File: config.mk
export PLATFORM = sky130hd
export DESIGN_NAME = bus_register_file
export DESIGN_NICKNAME = d
export VERILOG_FILES = /design/src/rtl/cpu_pkg.sv /design/src/rtl/stack_pointer_bounded.sv /design/src/rtl/bus_register_file.sv
export SDC_FILE = /design/constraint.sdc
export NUM_CORES = 1
export LEC_CHECK = 0
export ABC_AREA = 0
export BUFFER_PORTS_ARGS = -buffer_cell sky130_fd_sc_hd__buf_2
export CAP_MARGIN = 20
export CORE_MARGIN = 4
export CORE_UTILIZATION = 49
export CTS_BUF_LIST = sky130_fd_sc_hd__clkbuf_8
export DETAILED_ROUTE_END_ITERATION = 10
export PLACE_DENSITY_LB_ADDON = 0.12
export SETUP_SLACK_MARGIN = 0.3
export SYNTH_ARGS = -nofsm -noshare
export SYNTH_HDL_FRONTEND = slang
export SYNTH_SLANG_ARGS = --single-unit
File: constraint.sdc
create_clock -name clk -period 10.4 [get_ports clk]
set_input_delay 2.08 -clock clk [delete_from_list [all_inputs] [get_ports clk]]
set_output_delay 2.08 -clock clk [all_outputs]
set_load 0.005 [all_outputs]
File: src/rtl/cpu_pkg.sv
// Shared CPU datapath definitions: stack-pointer operation codes, status
// register bit positions and the index helpers that place SR and SP after
// the general-purpose registers in the one-hot select vectors.
package cpu_pkg;

    // Stack-pointer operation selected by sp_sel when the SP is enabled
    localparam logic [1:0] SP_LOAD = 2'b00;
    localparam logic [1:0] SP_PUSH = 2'b01;
    localparam logic [1:0] SP_POP  = 2'b10;
    localparam logic [1:0] SP_HOLD = 2'b11;

    // ALU status flag positions inside SR
    localparam int SR_BIT_C = 0;
    localparam int SR_BIT_Z = 1;
    localparam int SR_BIT_N = 2;
    localparam int SR_BIT_V = 3;

    // SR sits directly after the last GPR
    function automatic int sr_idx(input int num_gpr);
        return num_gpr;
    endfunction

    // SP sits directly after SR
    function automatic int sp_idx(input int num_gpr);
        return num_gpr + 1;
    endfunction

endpackage

File: src/rtl/stack_pointer_bounded.sv
// Bounded stack pointer: holds SP, clamps loads into [STACK_LO, STACK_HI],
// refuses push at the low bound and pop at the high bound, and reports each
// refusal/clamp as a single-cycle ovf/udf pulse. Sticky flags live upstream.
module stack_pointer_bounded
    import cpu_pkg::*;
#(
    parameter int                DATA_W   = 16,
    parameter logic [DATA_W-1:0] STACK_HI = 16'hFFFF,
    parameter logic [DATA_W-1:0] STACK_LO = 16'hFF00
) (
    input  logic              clk,
    input  logic              rst,
    input  logic              en,
    input  logic [1:0]        sel,
    input  logic [DATA_W-1:0] load_val,
    output logic [DATA_W-1:0] sp,
    output logic              ovf,
    output logic              udf
);

    logic [DATA_W-1:0] sp_r;
    logic [DATA_W-1:0] sp_next_s;
    logic              ovf_s;
    logic              udf_s;

    // Next SP value and bound-violation pulses for the selected operation
    always_comb begin
        sp_next_s = sp_r;
        ovf_s     = 1'b0;
        udf_s     = 1'b0;
        if (en) begin
            case (sel)
                SP_LOAD: begin
                    if (load_val < STACK_LO) begin
                        sp_next_s = STACK_LO;
                        ovf_s     = 1'b1;
                    end else if (load_val > STACK_HI) begin
                        sp_next_s = STACK_HI;
                        udf_s     = 1'b1;
                    end else begin
                        sp_next_s = load_val;
                    end
                end
                SP_PUSH: begin
                    if (sp_r == STACK_LO) begin
                        ovf_s = 1'b1;
                    end else begin
                        sp_next_s = sp_r - DATA_W'(1);
                    end
                end
                SP_POP: begin
                    if (sp_r == STACK_HI) begin
                        udf_s = 1'b1;
                    end else begin
                        sp_next_s = sp_r + DATA_W'(1);
                    end
                end
                default: begin
                    sp_next_s = sp_r;
                end
            endcase
        end else begin
            sp_next_s = sp_r;
        end
    end

    // SP register; reset parks it at the top of the stack
    always_ff @(posedge clk) begin
        if (!rst) begin
            sp_r <= STACK_HI;
        end else begin
            sp_r <= sp_next_s;
        end
    end

    assign sp  = sp_r;
    assign ovf = ovf_s;
    assign udf = udf_s;

endmodule

File: src/rtl/bus_register_file.sv
// Shared-bus register file: GPRs, status register and bounded stack pointer
// loaded from the bus under one-hot rin and read back through a priority
// mux under rout. Multiple active read enables are flagged instead of
// fighting on the bus; stack bound violations raise sticky error flags.
module bus_register_file
    import cpu_pkg::*;
#(
    parameter int                DATA_W   = 16,
    parameter int                NUM_GPR  = 14,
    parameter int                SR_W     = 4,
    parameter logic [DATA_W-1:0] STACK_HI = 16'hFFFF,
    parameter logic [DATA_W-1:0] STACK_LO = 16'hFF00
) (
    input  logic                             clk,
    input  logic                             rst,
    input  logic [DATA_W-1:0]                bus_in,
    input  logic [NUM_GPR+1:0]               rin,
    input  logic [NUM_GPR+1:0]               rout,
    input  logic [1:0]                       sp_sel,
    input  logic                             sr_sel,
    input  logic [SR_W-1:0]                  alu_status,
    input  logic                             err_clr,
    input  logic [$clog2(NUM_GPR+2)-1:0]     dbg_sel,
    output logic [DATA_W-1:0]                bus_out,
    output logic                             bus_drive,
    output logic [DATA_W-1:0]                sp_out,
    output logic [SR_W-1:0]                  sr_out,
    output logic [DATA_W-1:0]                dbg_data,
    output logic                             err_conflict,
    output logic                             err_ovf,
    output logic                             err_udf
);

    localparam int NREG  = NUM_GPR + 2;
    localparam int IDX_W = $clog2(NREG);
    localparam int SR_I  = sr_idx(NUM_GPR);
    localparam int SP_I  = sp_idx(NUM_GPR);

    logic [DATA_W-1:0] gpr_r [NUM_GPR];
    logic [DATA_W-1:0] sr_r;
    logic [DATA_W-1:0] sp_s;
    logic              sp_ovf_s;
    logic              sp_udf_s;
    logic [DATA_W-1:0] view_s [NREG];
    logic [IDX_W-1:0]  rd_idx_s;
    logic              rd_hit_s;
    logic              conflict_s;
    logic              err_conflict_r;
    logic              err_ovf_r;
    logic              err_udf_r;

    // General-purpose registers; broadcast writes to several GPRs are legal
    always_ff @(posedge clk) begin
        for (int i = 0; i < NUM_GPR; i++) begin
            if (!rst) begin
                gpr_r[i] <= {DATA_W{1'b0}};
            end else if (rin[i]) begin
                gpr_r[i] <= bus_in;
            end else begin
                gpr_r[i] <= gpr_r[i];
            end
        end
    end

    // Status register, loaded from the bus or from the zero-extended ALU flags
    always_ff @(posedge clk) begin
        if (!rst) begin
            sr_r <= {DATA_W{1'b0}};
        end else if (rin[SR_I]) begin
            sr_r <= sr_sel ? DATA_W'(alu_status) : bus_in;
        end else begin
            sr_r <= sr_r;
        end
    end

    stack_pointer_bounded #(
        .DATA_W   (DATA_W),
        .STACK_HI (STACK_HI),
        .STACK_LO (STACK_LO)
    ) u_sp (
        .clk      (clk),
        .rst      (rst),
        .en       (rin[SP_I]),
        .sel      (sp_sel),
        .load_val (bus_in),
        .sp       (sp_s),
        .ovf      (sp_ovf_s),
        .udf      (sp_udf_s)
    );

    // Flatten all registers into one indexable view for bus and debug reads
    always_comb begin
        for (int i = 0; i < NUM_GPR; i++) begin
            view_s[i] = gpr_r[i];
        end
        view_s[SR_I] = sr_r;
        view_s[SP_I] = sp_s;
    end

    // Priority encoder: scanning downwards leaves the lowest set rout index
    always_comb begin
        rd_idx_s = {IDX_W{1'b0}};
        rd_hit_s = 1'b0;
        for (int i = NREG - 1; i >= 0; i--) begin
            rd_idx_s = rout[i] ? i[IDX_W-1:0] : rd_idx_s;
            rd_hit_s = rd_hit_s | rout[i];
        end
    end

    // Bus read value; an idle rout drives zero rather than a stale register
    always_comb begin
        if (rd_hit_s) begin
            bus_out = view_s[rd_idx_s];
        end else begin
            bus_out = {DATA_W{1'b0}};
        end
    end

    // Debug port for the display driver; indices past the last register read zero
    always_comb begin
        if (int'(dbg_sel) < NREG) begin
            dbg_data = view_s[dbg_sel];
        end else begin
            dbg_data = {DATA_W{1'b0}};
        end
    end

    // More than one read enable: clearing the lowest set bit leaves something
    assign conflict_s = |(rout & (rout - (NUM_GPR + 2)'(1)));
    assign bus_drive  = |rout;

    // Sticky error flags; a new event beats a simultaneous clear
    always_ff @(posedge clk) begin
        if (!rst) begin
            err_conflict_r <= 1'b0;
            err_ovf_r      <= 1'b0;
            err_udf_r      <= 1'b0;
        end else begin
            err_conflict_r <= conflict_s | (err_conflict_r & ~err_clr);
            err_ovf_r      <= sp_ovf_s   | (err_ovf_r      & ~err_clr);
            err_udf_r      <= sp_udf_s   | (err_udf_r      & ~err_clr);
        end
    end

    assign sp_out       = sp_s;
    assign sr_out       = sr_r[SR_W-1:0];
    assign err_conflict = err_conflict_r;
    assign err_ovf      = err_ovf_r;
    assign err_udf      = err_udf_r;

endmodule

# ---- Word-level counts from Yosys, hierarchy flattened
# Memory sizes are Yosys's and may differ from the RTL's.
# Index checks and enable logic that the tools add are counted.
# Widths: inputs -> output; s select.
dict set report op_classes {
  addsub 3
  order_cmp 4
  n_eq_ne 6
  muxes 151
  bitwise 53
  n_reduce_logical 5
}
# operator n
set op_table {}
lappend op_table {{$mux 16} 38}
lappend op_table {{$bmux 16 s4} 2}
lappend op_table {{$mux 1} 92}
lappend op_table {{$mux 4} 16}
lappend op_table {{$pmux 16 s3} 1}
lappend op_table {{$or 1x1->1} 46}
lappend op_table {{$eq 16x16->1 const B} 2}
lappend op_table {{$reduce_or 16->1} 2}
lappend op_table {{$sub 16x1->16 const B} 2}
lappend op_table {{$add 16x1->16 const B} 1}
lappend op_table {{$and 16x16->16} 1}
lappend op_table {{$gt 16x16->1 const B} 1}
lappend op_table {{$lt 16x16->1 const B} 1}
lappend op_table {{$ge 5x5->1 const B} 2}
lappend op_table {{$not 4->5} 2}
lappend op_table {{$ne 2x2->1 const B} 2}
lappend op_table {{$pmux 1 s2} 2}
lappend op_table {{$reduce_and 4->1} 1}
lappend op_table {{$and 1x1->1} 3}
lappend op_table {{$reduce_bool 3->1} 1}
lappend op_table {{$eq 2x1->1 const B} 1}
lappend op_table {{$eq 2x2->1 const B} 1}
lappend op_table {{$logic_not 2->1} 1}
lappend op_table {{$not 1->1} 1}
dict set report totals {
  reg_bits 35
  mem_bits_rw 224
  in_bits 62
  out_inout_bits 56
  word_cells 228
  n_memories 1
}
# name words word_bits rd rd_ports_with_merged_regs wr line
set mem_list {}
lappend mem_list {gpr_r 14 16 14 0 14 bus_register_file.sv:39} ;# logic [DATA_W-1:0] gpr_r [NUM_GPR];

# ---- Longest topological paths before layout
dict set report logic_depth {
  depth_word 21
  ltp_mapped 13
  depth_no_buf 13
}

# ---- By module
# A second synthesis with hierarchy kept.
dict set report hier_totals {
  cells_unflattened 1393
  area_unflattened_um2 15426.0
}
# mod n_inst cells_per_inst area_each_um2 seq_area_each_um2
set modules_own_cells {}
lappend modules_own_cells {bus_register_file 1 1181 13767.0 7106.8}
lappend modules_own_cells {stack_pointer_bounded 1 212 1659.1 320.3}

# ---- Worst setup path after synthesis
# No wires, ideal clock.
dict set report synth_path {
  kind {input-to-output}
  from {input dbg_sel[0]}
  to {output dbg_data[0]}
  arrival_ps 4029
  required_time_ps 8320
  path_slack_ps 4291
  cell_stages 4
  path_buffers 2
  path_cell_list {clkbuf_1 > buf_1 > mux4_2 > mux4_2}
}
dict set report synth_via {
  elab_chain_len 4
}
# item line
set synth_rtl {}
lappend synth_rtl {{from (decl)} bus_register_file.sv:23} ;# input logic [$clog2(NUM_GPR+2)-1:0] dbg_sel,
lappend synth_rtl {{$not 4->5 (not written as such)} bus_register_file.sv:122} ;# dbg_data = view_s[dbg_sel];
lappend synth_rtl {{$bmux 16 s4} bus_register_file.sv:122}
lappend synth_rtl {{$mux 16 (not written as such) (2 in series)} bus_register_file.sv:122}
lappend synth_rtl {{to (decl)} bus_register_file.sv:28} ;# output logic [DATA_W-1:0] dbg_data,
# No other way between the ends. The select of a mux whose other input is x is not followed.

# ---- Final worst setup path
dict set report layout_path {
  from {input rout[14]}
  to {output bus_out[14]}
}
dict set report layout_via {
  elab_chain_len 20
  elab_cells_between_ends 35
  cone_classes {19 x mux; 16 x bitwise}
}
# item line
set layout_rtl {}
lappend layout_rtl {{from (decl)} bus_register_file.sv:18} ;# input logic [NUM_GPR+1:0] rout,
lappend layout_rtl {{$mux 4 (15 in series)} bus_register_file.sv:105} ;# rd_idx_s = rout[i] ? i[IDX_W-1:0] : rd_idx_s;
lappend layout_rtl {{$not 4->5 (not written as such)} bus_register_file.sv:113} ;# bus_out = view_s[rd_idx_s];
lappend layout_rtl {{$bmux 16 s4} bus_register_file.sv:113}
lappend layout_rtl {{$mux 16 (not written as such) (2 in series)} bus_register_file.sv:113}
lappend layout_rtl {{$mux 16 (*)} bus_register_file.sv:112} ;# if (rd_hit_s) begin
lappend layout_rtl {{to (decl)} bus_register_file.sv:24} ;# output logic [DATA_W-1:0] bus_out,
# Mark *: on every way between the ends. The rest lies on a longest branch, timed or not. The select of a mux whose other input is x is not followed.

==> impl_table.tex <==
\begin{tabular}{lr}
\hline
Metric & Value \\
\hline
\multicolumn{2}{l}{\textbf{Critical path}} \\
Setup slack of the most critical reg-to-reg path & 7.21 ns \\
Critical path's top delay family & buffers and inverters \\
Worst setup path endpoint & bus\_out[14] \\
Cell repeated most along the worst path & buf\_2 \\
Crit. End Element & output pin \\
Cell count along the critical path & 12 \\
CP required & 8.32 ns \\
Type of origin of the critical path & input port \\
Start-to-end type of the worst setup path & in2out \\
Critical-path cell list & buf\_2 > nor2\_1 > o31ai\_1 > a211oi\_2 > nor3\_2 > o31ai\_4 > buf\_4 > inv\_4 > mux4\_2 > a22oi\_1 > nand2\_1 > buf\_2 \\
Data arrival time of the critical path & 5.04 ns \\
Crit path buffers/inverters & 4 \\
Crit-path max FO & 48 \\
Crit path max-delay cell type & inv\_4 \\
Start point of the critical path & rout[14] \\
Worst reg-to-reg path cell count & 10 \\
Critical register-to-register path endpoint & u\_sp.sp[15]\$\_SDFFE\_PN1P\_ \\
Critical R2R Launch & u\_sp.sp[1]\$\_SDFFE\_PN1P\_ \\
Delay contributed by the slowest stage of the critical path & 0.62 ns \\
\multicolumn{2}{l}{\textbf{Layout}} \\
Post-layout net count & 1221 \\
Share of layout cells above drive strength 1 & 28.5\% \\
Commonest cells after routing, fill and taps aside & edfxtp\_1 (224), and3\_1 (210), mux4\_2 (138) \\
FILL cells & 2470 \\
Cell area after layout & 16300 µm² \\
Register cell area after layout & 7430 µm² \\
Multi-input logic area & 6670 µm² \\
Post-route non-filler standard cell count & 1567 \\
Most common cell after layout, fill and taps aside & edfxtp\_1 \\
Diode insertion count for antenna repair & 0 \\
Area overhead of the layout relative to synthesis & 11.1\% \\
\multicolumn{2}{l}{\textbf{Detailed routing}} \\
Uppermost routed layer & met4 \\
Wire length per cell after detailed routing & 26.2 µm \\
DR iter-0 viols & 986 \\
Met2 Wirelength & 19.1 mm \\
WL final & 41.1 mm \\
Antenna viol nets, final & 0 \\
Via/cell ratio & 6.42 \\
Detailed-route DRC error count & 0 \\
Routed length on met3 & 3.65 mm \\
Met1 layer wirelength in the final routing & 17.4 mm \\
Routed via count & 10053 \\
Length of the first detailed-routing pass in iterations & 5 \\
\multicolumn{2}{l}{\textbf{Synthesis}} \\
Count of yosys warnings during synthesis & 0 \\
Proportion of synthesized chip area in sequential cells & 50.6\% \\
Share of synthesized flip-flops with an asynchronous set or reset & 0\% \\
Gate count after technology mapping & 1066 \\
Synth Area per Inst & 13.8 µm² \\
EDFF count, synth & 224 \\
Cell taking the most area after synthesis & edfxtp\_1 \\
Flip-flop cell with the highest count after synthesis & edfxtp\_1 \\
Library cells used by synthesis & 54 \\
Ranking of synthesized cells by area & edfxtp\_1 (46\%), mux4\_2 (21\%), and3\_1 (9.0\%) \\
Share of the synthesized area in the top cell type & 45.9\% \\
Post-synthesis net count & 1147 \\
Area of the mapped netlist & 14700 µm² \\
FF+latch count, synth & 259 \\
\multicolumn{2}{l}{\textbf{Placement}} \\
Detailed placement HPWL & 26.6 mm \\
Number of placed instances with taps included & 1482 \\
Number of port buffers & 117 \\
Routability cong. & 0.860 \\
Area post-placement & 15400 µm² \\
\multicolumn{2}{l}{\textbf{Job}} \\
Number of violations of the max-capacitance limit & 0 \\
\multicolumn{2}{l}{\textbf{Clock tree}} \\
CTS tree & yes \\
Clock sink count & 259 \\
Htree depth & 2 \\
Maximum number of buffers from clock root to sink & 3 \\
Buffers inserted during post-CTS setup optimization & 0 \\
Clock Pin Slew Worst Setup and Hold Paths & 0.06 ns \\
Clk Latency, worst-skew pair & 0.55 ns \\
Count of hold buffers inserted by post-cts repair & 0 \\
Number of instances resized during post-cts repair & 0 \\
Number of clock buffers inserted by TritonCTS & 45 \\
Clock tree root driver cell & clkbuf\_8 \\
\multicolumn{2}{l}{\textbf{GRT}} \\
First-pass GRT wire length & 62.8 mm \\
Maximum number of pins on one net before global-route repair & 152 \\
Overall global routing resource usage & 24.9\% \\
Leftover overflow at the end of global routing & 0 \\
Antenna violations before repair & 0 \\
Number of global-route vias before repair & 10002 \\
\multicolumn{2}{l}{\textbf{Timing}} \\
Hold Violations, Final & 0 \\
Setup repair after global routing missed its margin & no \\
Final setup violation count & 0 \\
Highest attainable clock frequency & 141 MHz \\
Rel. slew slack & 27.2\% \\
Final TNS setup & 0 ns \\
Time the final worst path needs with I/O delays and setup & 7.12 ns \\
Slew Viols, Final & 0 \\
Slew at the pin closest to its max-slew limit & 1.09 ns \\
Fin Clk Skew & 0.0145 ns \\
Period utilization & 68.4\% \\
\multicolumn{2}{l}{\textbf{Power}} \\
Leakage power summed over all cells & 6.72 nW \\
Total power per unit cell area & 159 nW/µm² \\
Total power after layout & 2.60 mW \\
Maximum VDD drop & 0.114 mV \\
\multicolumn{2}{l}{\textbf{Floorplanning}} \\
Core area & 29600 µm² \\
Floorplan die area & 32800 µm² \\
Vert. Die Dim & 181 µm \\
Number of top-level pins & 118 \\
Initial core utilization & 49.6\% \\
FP Rows & 63 \\
Die span in x & 181 µm \\
\multicolumn{2}{l}{\textbf{Status}} \\
Run status & complete, no violations \\
\multicolumn{2}{l}{\textbf{Min path}} \\
Hold Crit Class & reg2reg \\
\hline
\end{tabular}
==> layout make-up <==
type | count | area share [%]
Sequential cell | 259 | 45.6
Clock buffer | 50 | 4.22
Tap cell | 390 | 2.99
Clock inverter | 34 | 0.998
Inverter | 24 | 0.568
Timing Repair Buffer | 133 | 4.68
Multi-Input combinational cell | 677 | 41.0
==> worst min-delay path by stage <==
stage,startpoint,to,slack [ns],cells past startpoint
after floorplan,err_udf$_SDFF_PN0_,err_udf$_SDFF_PN0_,0.46,2
after global placement,err_udf$_SDFF_PN0_,err_udf$_SDFF_PN0_,0.46,2
after detailed placement,err_udf$_SDFF_PN0_,err_udf$_SDFF_PN0_,0.46,2
after CTS,err_udf$_SDFF_PN0_,err_udf$_SDFF_PN0_,0.47,2
after global routing,err_udf$_SDFF_PN0_,err_udf$_SDFF_PN0_,0.50,2
final,err_udf$_SDFF_PN0_,err_udf$_SDFF_PN0_,0.48,2
==> worst min-delay path: stages (launching register included) <==
cell and delay (ns):
dfxtp_1 0.31, nand2_1 0.05, a21boi_0 0.06
==> kinds of logic after synthesis <==
group | after synthesis | share of synthesized area, %
multiplexers | 149 | 22.6
buffers and inverters | 130 | 3.92
flip-flops | 259 | 50.6
AND/OR/NAND/NOR | 367 | 14.2
XOR/XNOR | 14 | 0.836
adder cells (fa/ha/maj) | 21 | 1.81
AO/OA/AOI/OAI | 126 | 5.96
==> layer usage <==
metal	global-route usage (%)	up-vias
li1	-	4429
met1	36.7	5141
met2	38.3	414
met3	5.68	69
met4	5.94	0
met5	0	-
==> cell usage after synthesis (19+ instances only) <==
cell / number
edfxtp_1: 224
and3_1: 210
mux4_2: 138
clkbuf_1: 79
nand2_1: 51
dfxtp_1: 35
a22oi_1: 33
and2_1: 29
nor2_1: 27
inv_1: 23
a21oi_1: 20
o22ai_1: 19
==> flip-flops by register name (all words and copies together), names as in the netlist <==
signal and flops:
err_ovf 1, sr_r 16, err_udf 1, u_sp.sp 16, err_conflict 1, gpr_r 224
==> through the flow <==
step	hold WS, ns	utilization [%]	worst slack, ns
floorplan	0.457	-	4.29
global placement	0.456	52.1	3.34
detailed placement	0.464	52.2	3.33
CTS	0.475	55.1	3.31
global route	0.496	55.1	3.13
finish	0.478	55.1	3.28
==> power by group <==
part           internal, mW  switching, mW
sequential             1.22         0.0492
clock                 0.465          0.421
combinational         0.210          0.232
total                  1.89          0.702
Power figures use the tool's default switching activity.
